===== config.mk =====
export PLATFORM = sky130hd
export DESIGN_NAME = escritor_timer_rtc
export DESIGN_NICKNAME = d
export VERILOG_FILES = /design/src/rtl/rtc_pkg.sv /design/src/rtl/contador_fase.sv /design/src/rtl/escritor_timer_rtc.sv
export SDC_FILE = /design/constraint.sdc
export NUM_CORES = 1
export LEC_CHECK = 0
export BUFFER_PORTS_ARGS = -buffer_cell sky130_fd_sc_hd__buf_4
export CORE_UTILIZATION = 29
export DETAILED_ROUTE_END_ITERATION = 7
export GPL_TIMING_DRIVEN = 1
export SYNTH_ARGS = -nofsm -noshare
export SYNTH_HDL_FRONTEND = slang
export SYNTH_SLANG_ARGS = --single-unit
export TNS_END_PERCENT = 10

===== constraint.sdc =====
create_clock -name clk -period 2.65 [get_ports clk]
set_input_delay 0 -clock clk [delete_from_list [all_inputs] [get_ports clk]]
set_output_delay 0 -clock clk [all_outputs]
set_load 0.05 [all_outputs]

===== src/rtl/rtc_pkg.sv =====
// Shared types and constants for the RTC timer-register write sequencer.
package rtc_pkg;

    localparam int PHASE_W = 8;

    localparam logic [7:0] ADDR_SEG  = 8'h41;
    localparam logic [7:0] ADDR_MIN  = 8'h42;
    localparam logic [7:0] ADDR_HORA = 8'h43;

    typedef enum logic [2:0] {
        IDLE,
        ADDR_LO,
        ADDR_HI,
        DATA_LO,
        DATA_HI,
        FIN
    } estado_t;

    typedef logic [1:0] idx_t;

endpackage


===== src/rtl/contador_fase.sv =====
// Loadable down-counter timing one bus phase; fin is high while the count is zero.
module contador_fase
    import rtc_pkg::*;
(
    input  logic               clk,
    input  logic               reset,
    input  logic               load,
    input  logic [PHASE_W-1:0] valor,
    output logic               fin
);

    logic [PHASE_W-1:0] cnt_q;
    logic [PHASE_W-1:0] cnt_d;

    always_comb begin
        cnt_d = cnt_q;
        if (load) begin
            cnt_d = valor;
        end else if (cnt_q != '0) begin
            cnt_d = cnt_q - PHASE_W'(1);
        end
    end

    // NOTE: sequential state is updated with non-blocking assignments only, so every flop samples pre-edge values.
    always_ff @(posedge clk or posedge reset) begin
        if (reset) begin
            cnt_q <= '0;
        end else begin
            cnt_q <= cnt_d;
        end
    end

    assign fin = (cnt_q == '0);

endmodule


===== src/rtl/escritor_timer_rtc.sv =====
// Writes the stopwatch seconds, minutes and hours bytes to the RTC timer registers
// as three address/data bus transactions on a single start pulse.
module escritor_timer_rtc
    import rtc_pkg::*;
#(
    parameter int         T_PULSE   = 5,
    parameter logic [7:0] ADDR_SEG  = rtc_pkg::ADDR_SEG,
    parameter logic [7:0] ADDR_MIN  = rtc_pkg::ADDR_MIN,
    parameter logic [7:0] ADDR_HORA = rtc_pkg::ADDR_HORA
) (
    input  logic       clk,
    input  logic       reset,
    input  logic       start,
    input  logic [7:0] dato_seg,
    input  logic [7:0] dato_min,
    input  logic [7:0] dato_hora,
    output logic       cs_n,
    output logic       rd_n,
    output logic       wr_n,
    output logic       ad_n,
    output logic [7:0] ad_out,
    output logic       ad_oe,
    output logic       busy,
    output logic       done
);

    localparam logic [PHASE_W-1:0] RECARGA = PHASE_W'(T_PULSE - 1);

    estado_t    state_q, state_d;
    idx_t       idx_q, idx_d;
    logic [7:0] seg_q, seg_d, min_q, min_d, hora_q, hora_d;
    logic       cs_n_q, cs_n_d, rd_n_q, wr_n_q, wr_n_d, ad_n_q, ad_n_d;
    logic [7:0] ad_out_q, ad_out_d;
    logic       ad_oe_q, ad_oe_d, busy_q, busy_d, done_q, done_d;

    logic       load;
    logic       fin;
    logic [7:0] dir_siguiente;
    logic [7:0] dato_actual;

    contador_fase u_contador_fase (
        .clk   (clk),
        .reset (reset),
        .load  (load),
        .valor (RECARGA),
        .fin   (fin)
    );

    always_comb begin
        dir_siguiente = ADDR_SEG;
        case (idx_q)
            2'd0:    dir_siguiente = ADDR_MIN;
            2'd1:    dir_siguiente = ADDR_HORA;
            default: dir_siguiente = ADDR_SEG;
        endcase
    end

    always_comb begin
        dato_actual = hora_q;
        case (idx_q)
            2'd0:    dato_actual = seg_q;
            2'd1:    dato_actual = min_q;
            default: dato_actual = hora_q;
        endcase
    end

    // NOTE: every signal gets a hold/default value first so no path through the case infers a latch.
    always_comb begin
        state_d  = state_q;
        idx_d    = idx_q;
        seg_d    = seg_q;
        min_d    = min_q;
        hora_d   = hora_q;
        load     = 1'b0;
        cs_n_d   = cs_n_q;
        wr_n_d   = wr_n_q;
        ad_n_d   = ad_n_q;
        ad_out_d = ad_out_q;
        ad_oe_d  = ad_oe_q;
        busy_d   = busy_q;
        done_d   = 1'b0;

        // Bus values are only updated on LO-state or FIN entry, so they stay stable around each strobe.
        case (state_q)
            IDLE: begin
                if (start) begin
                    seg_d    = dato_seg;
                    min_d    = dato_min;
                    hora_d   = dato_hora;
                    idx_d    = '0;
                    state_d  = ADDR_LO;
                    load     = 1'b1;
                    cs_n_d   = 1'b0;
                    wr_n_d   = 1'b0;
                    ad_n_d   = 1'b0;
                    ad_oe_d  = 1'b1;
                    ad_out_d = ADDR_SEG;
                    busy_d   = 1'b1;
                end
            end
            ADDR_LO: begin
                if (fin) begin
                    state_d = ADDR_HI;
                    load    = 1'b1;
                    cs_n_d  = 1'b1;
                    wr_n_d  = 1'b1;
                end
            end
            ADDR_HI: begin
                if (fin) begin
                    state_d  = DATA_LO;
                    load     = 1'b1;
                    cs_n_d   = 1'b0;
                    wr_n_d   = 1'b0;
                    ad_n_d   = 1'b1;
                    ad_out_d = dato_actual;
                end
            end
            DATA_LO: begin
                if (fin) begin
                    state_d = DATA_HI;
                    load    = 1'b1;
                    cs_n_d  = 1'b1;
                    wr_n_d  = 1'b1;
                end
            end
            DATA_HI: begin
                if (fin) begin
                    load = 1'b1;
                    if (idx_q == 2'd2) begin
                        state_d  = FIN;
                        ad_oe_d  = 1'b0;
                        ad_out_d = '0;
                        done_d   = 1'b1;
                    end else begin
                        idx_d    = idx_q + 2'd1;
                        state_d  = ADDR_LO;
                        cs_n_d   = 1'b0;
                        wr_n_d   = 1'b0;
                        ad_n_d   = 1'b0;
                        ad_out_d = dir_siguiente;
                    end
                end
            end
            FIN: begin
                state_d = IDLE;
                load    = 1'b1;
                busy_d  = 1'b0;
            end
            default: begin
                state_d = IDLE;
            end
        endcase
    end

    always_ff @(posedge clk or posedge reset) begin
        if (reset) begin
            state_q  <= IDLE;
            idx_q    <= '0;
            seg_q    <= '0;
            min_q    <= '0;
            hora_q   <= '0;
            cs_n_q   <= 1'b1;
            rd_n_q   <= 1'b1;
            wr_n_q   <= 1'b1;
            ad_n_q   <= 1'b1;
            ad_out_q <= '0;
            ad_oe_q  <= 1'b0;
            busy_q   <= 1'b0;
            done_q   <= 1'b0;
        end else begin
            state_q  <= state_d;
            idx_q    <= idx_d;
            seg_q    <= seg_d;
            min_q    <= min_d;
            hora_q   <= hora_d;
            cs_n_q   <= cs_n_d;
            rd_n_q   <= 1'b1;
            wr_n_q   <= wr_n_d;
            ad_n_q   <= ad_n_d;
            ad_out_q <= ad_out_d;
            ad_oe_q  <= ad_oe_d;
            busy_q   <= busy_d;
            done_q   <= done_d;
        end
    end

    assign cs_n   = cs_n_q;
    assign rd_n   = rd_n_q;
    assign wr_n   = wr_n_q;
    assign ad_n   = ad_n_q;
    assign ad_out = ad_out_q;
    assign ad_oe  = ad_oe_q;
    assign busy   = busy_q;
    assign done   = done_q;

endmodule

==> flow_summary_export.csv <==
group,metric,value,unit
run_status,run_status,"complete, but fails checks",
run_status,violations,"hold timing",
pwr,max-vdd-ir-drop,0.397,mV
yosys,synth.distinct_cells,50,
yosys,syn_nets,243,
yosys,synth_top_family_by_area,"multiplexers",
setup_path,worstPathRequired,2.87,ns
yosys,synth_compound_area_share,12.2,%
yosys,synthAdderAreaFrac,3.04,%
floorplanning,pin_count,42,
floorplanning,core.rowCount,33,
clocking,tritoncts.num_buffers,5,
sta,worst-slew-pin-transition,1.04,ns
yosys,synth-seq-cells,50,
yosys,yosys_top_cell_by_area,"sky130_fd_sc_hd__dfrtp_1",
yosys,synthDominantCellAreaShare,48.6,%
flow_run,max_cap_viol_count,0,
placement,gpl.final_weighted_congestion,0.767,
pwr,pwr_density_cell,961,nW/um2
cells_and_area,finish.net_count,308,
pwr,total_power,0.00313,W
yosys,synth_top_cells_by_area,"sky130_fd_sc_hd__dfrtp_1 (49%), sky130_fd_sc_hd__mux2_2 (10%), sky130_fd_sc_hd__mux2_4 (4.3%)",
cells_and_area,n_fill_cell,767,
setup_path,crit_path_start_kind,"flop",
sta,timing.setup.tns,0,ns
sta,max_clock_freq,0.490,GHz
placement,portBuffers,40,
sta,max_clock_skew,0.0132,ns
yosys,simple_gate_share_of_the_synthesized_area,13.2,%
floorplanning,die_width,94.3,um
yosys,synth_most_common_cell,"sky130_fd_sc_hd__dfrtp_1",
detailed_routing,routed-via-count,1820,
pwr,p_int,0.00200,W
sta,rsz0062_at_grt,"false",
pwr,p_seq_share,41.2,%
global_route,grt_antenna_before_repair,0,
pwr,netSwitchingFraction,36.2,%
global_route,grt_max_degree,51,
yosys,ys.warnings.count,0,
yosys,synth_xor_xnor_area_share,1.42,%
detailed_routing,drt_pre_antenna_iters,4,
global_route,remaining_global_route_overflow,0,
sta,final_period_utilization,77.1,%
floorplanning,design.die.area,8900,um2
global_route,grt_first_pass_wirelength,9030,um
clocking,clk_pin_slew,0.10,ns
yosys,synth_edf_count,0,
yosys,post_synthesis_cell_area,2470,um2
clocking,insertion_delay,0.31,ns
floorplanning,initial_util,30.1,%
setup_path,cp_max_fo,7,
yosys,synth.yosys.seq_area_share,50.7,%
sta,timing.hold.ws,-0.0427,ns
sta,hold_violations,48,
global_route,global_route.usage.total,13.0,%
cells_and_area,antenna-diode-count,0,
floorplanning,die_height,94.3,um
pwr,share_clk_of_total_power,20.4,%
detailed_routing,viasPerCell,4.78,
clocking,cts-root-to-sink-buffers,2,
clocking,numClockSinks,50,
cells_and_area,post_route_cells_drive_above_1_share,34.1,%
sta,slew_headroom,30.5,%
yosys,postSynth.asyncResetShare,100,%
clocking,master_cell_of_the_clock_root_buffer,"sky130_fd_sc_hd__clkbuf_8",
yosys,syn_avg_cell_area,11.8,um2
yosys,synthCells,210,
cells_and_area,multi_input_comb_area,1140,um2
sta,layout_min_cycle_time,2.04,ns
sta,timing.final.setup_violations,0,
pwr,power.switching,0.00113,W
yosys,synthMuxAreaShare,16.0,%
setup_path,end_kind,"flop",
pwr,p_leak,1.42,nW
clocking,clock_tree.htree_level_count,2,
sta,maxSlewViolCount,0,
detailed_routing,detail_route.iter0.violations,131,
detailed_routing,drt-total-wl,5250,um
placement,post-dp-hpwl,3690,um
pwr,combinationalPowerShare,38.4,%
global_route,first_global_vias,1832,
worst_hold_path,min-delay-path-class,"in -> async",
detailed_routing,drt-wirelength-per-cell,13.8,um
detailed_routing,final_antenna_net_count,0,
cells_and_area,seq_area,1250,um2
yosys,synthFlopType,"sky130_fd_sc_hd__dfrtp_1",
yosys,synth.top_cells.by_count,"sky130_fd_sc_hd__dfrtp_1 (48), sky130_fd_sc_hd__mux2_2 (23), sky130_fd_sc_hd__a21oi_1 (16), sky130_fd_sc_hd__nor2_1 (14), sky130_fd_sc_hd__nand2_1 (10)",
clocking,tritoncts,"built",
cells_and_area,area_delta_synth_final,31.8,%
detailed_routing,post-route-drc-count,0,
setup_path,crit_type,"reg -> reg",
setup_path,cp.arrival,2.26,ns
floorplanning,fp.coreArea,8220,um2
power by group through the flow:
stage / Clock [W] / Sequential [W] / Combinational (W)
floorplan: 0 / 0.00132 / 0.000865
global placement: 0 / 0.00130 / 0.00116
detailed placement: 0 / 0.00131 / 0.00118
CTS: 0.000653 / 0.00129 / 0.00121
global route: 0.000678 / 0.00134 / 0.00133
finish: 0.000640 / 0.00129 / 0.00120
per-stage QoR:
step	util, %	area [um2]	setup WS [ns]	std cells
after floorplan	-	2470	0.836	210
after global placement	35.1	2880	0.705	349
after detailed placement	35.1	2880	0.617	349
after CTS	39.7	3260	0.614	381
after global routing	39.7	3260	0.404	381
final	39.7	3260	0.608	381
registers in the layout, indices dropped and copies added, names as in the netlist:
register and count:
ad_n 1, seg_q 8, min_q 8, u_contador_fase.cnt_q 8, ad_oe 1, done 1
hora_q 8, wr_n 1, state_q 3, idx_q 2, busy 1, ad_out 8
final cells by class:
type / count / area share [%]
flip-flops and latches: 50 / 38.5
repair buffers: 67 / 17.3
clock buffers: 5 / 2.11
multi-input cells: 142 / 34.9
inverters: 9 / 1.04
clock inverters: 3 / 2.11
well taps: 105 / 4.03
worst paths after layout:
check / from / depth (start not counted) / end / slack [ns]
worst max-delay path: u_contador_fase.cnt_q[1] / 6 / wr_n / 0.61
worst min-delay path: reset / 2 / ad_out[2] / -0.04
worst max register to register: u_contador_fase.cnt_q[1] / 6 / wr_n / 0.61
worst min register to register: wr_n / 2 / wr_n / 0.50
max in group asynchronous: reset / 2 / hora_q[5] / 2.05
min in group clk: start / 3 / ad_oe / 0.02
cells by family after synthesis:
logic type,after synthesis
XOR/XNOR,4
adder cells (fa/ha/maj),6
multiplexers,33
AO/OA/AOI/OAI,44
other,1
AND/OR/NAND/NOR,54
buffers and inverters,18
flip-flops,50
critical path, cell delays in order, from the launching register on:
cell and delay (ns):
sky130_fd_sc_hd__dfrtp_1 0.41, sky130_fd_sc_hd__inv_1 0.09, sky130_fd_sc_hd__ha_1 0.15, sky130_fd_sc_hd__nor3b_1 0.46
sky130_fd_sc_hd__nand2_1 0.31, sky130_fd_sc_hd__a2111oi_2 0.43, sky130_fd_sc_hd__o22ai_1 0.12
routing by layer:
metal	up-vias	GRT usage [%]	wire length, um
li1	892	-	-
met1	888	17.6	2570
met2	32	20.9	2430
met3	8	2.33	187
met4	0	4.23	65
met5	-	0	0
cell usage in the layout, fill, tap and decap left out, types with 3 or more instances in the layout:
master	n
sky130_fd_sc_hd__clkbuf_8	5
sky130_fd_sc_hd__a21oi_1	16
sky130_fd_sc_hd__nor4_1	3
sky130_fd_sc_hd__nor2b_1	3
sky130_fd_sc_hd__a22oi_1	6
sky130_fd_sc_hd__or4_4	3
sky130_fd_sc_hd__mux2_2	23
sky130_fd_sc_hd__o21ai_0	4
sky130_fd_sc_hd__ha_1	6
sky130_fd_sc_hd__nor3_1	6
sky130_fd_sc_hd__inv_1	7
sky130_fd_sc_hd__dfrtp_1	48
sky130_fd_sc_hd__buf_4	43
sky130_fd_sc_hd__xnor2_1	3
sky130_fd_sc_hd__nand2_1	10
sky130_fd_sc_hd__mux2_4	7
sky130_fd_sc_hd__nor2_1	14
sky130_fd_sc_hd__dlygate4sd3_1	24
sky130_fd_sc_hd__or3_1	5
repair_timing:
action | 4_1_cts | 5_1_grt
setup endpoints to repair | 0 | 0
setup buffers | 0 | 0
hold endpoints to repair | 24 | 0
hold buffers | 24 | 0
gates resized for setup | 0 | 0
(Power assumes the default switching activity.)
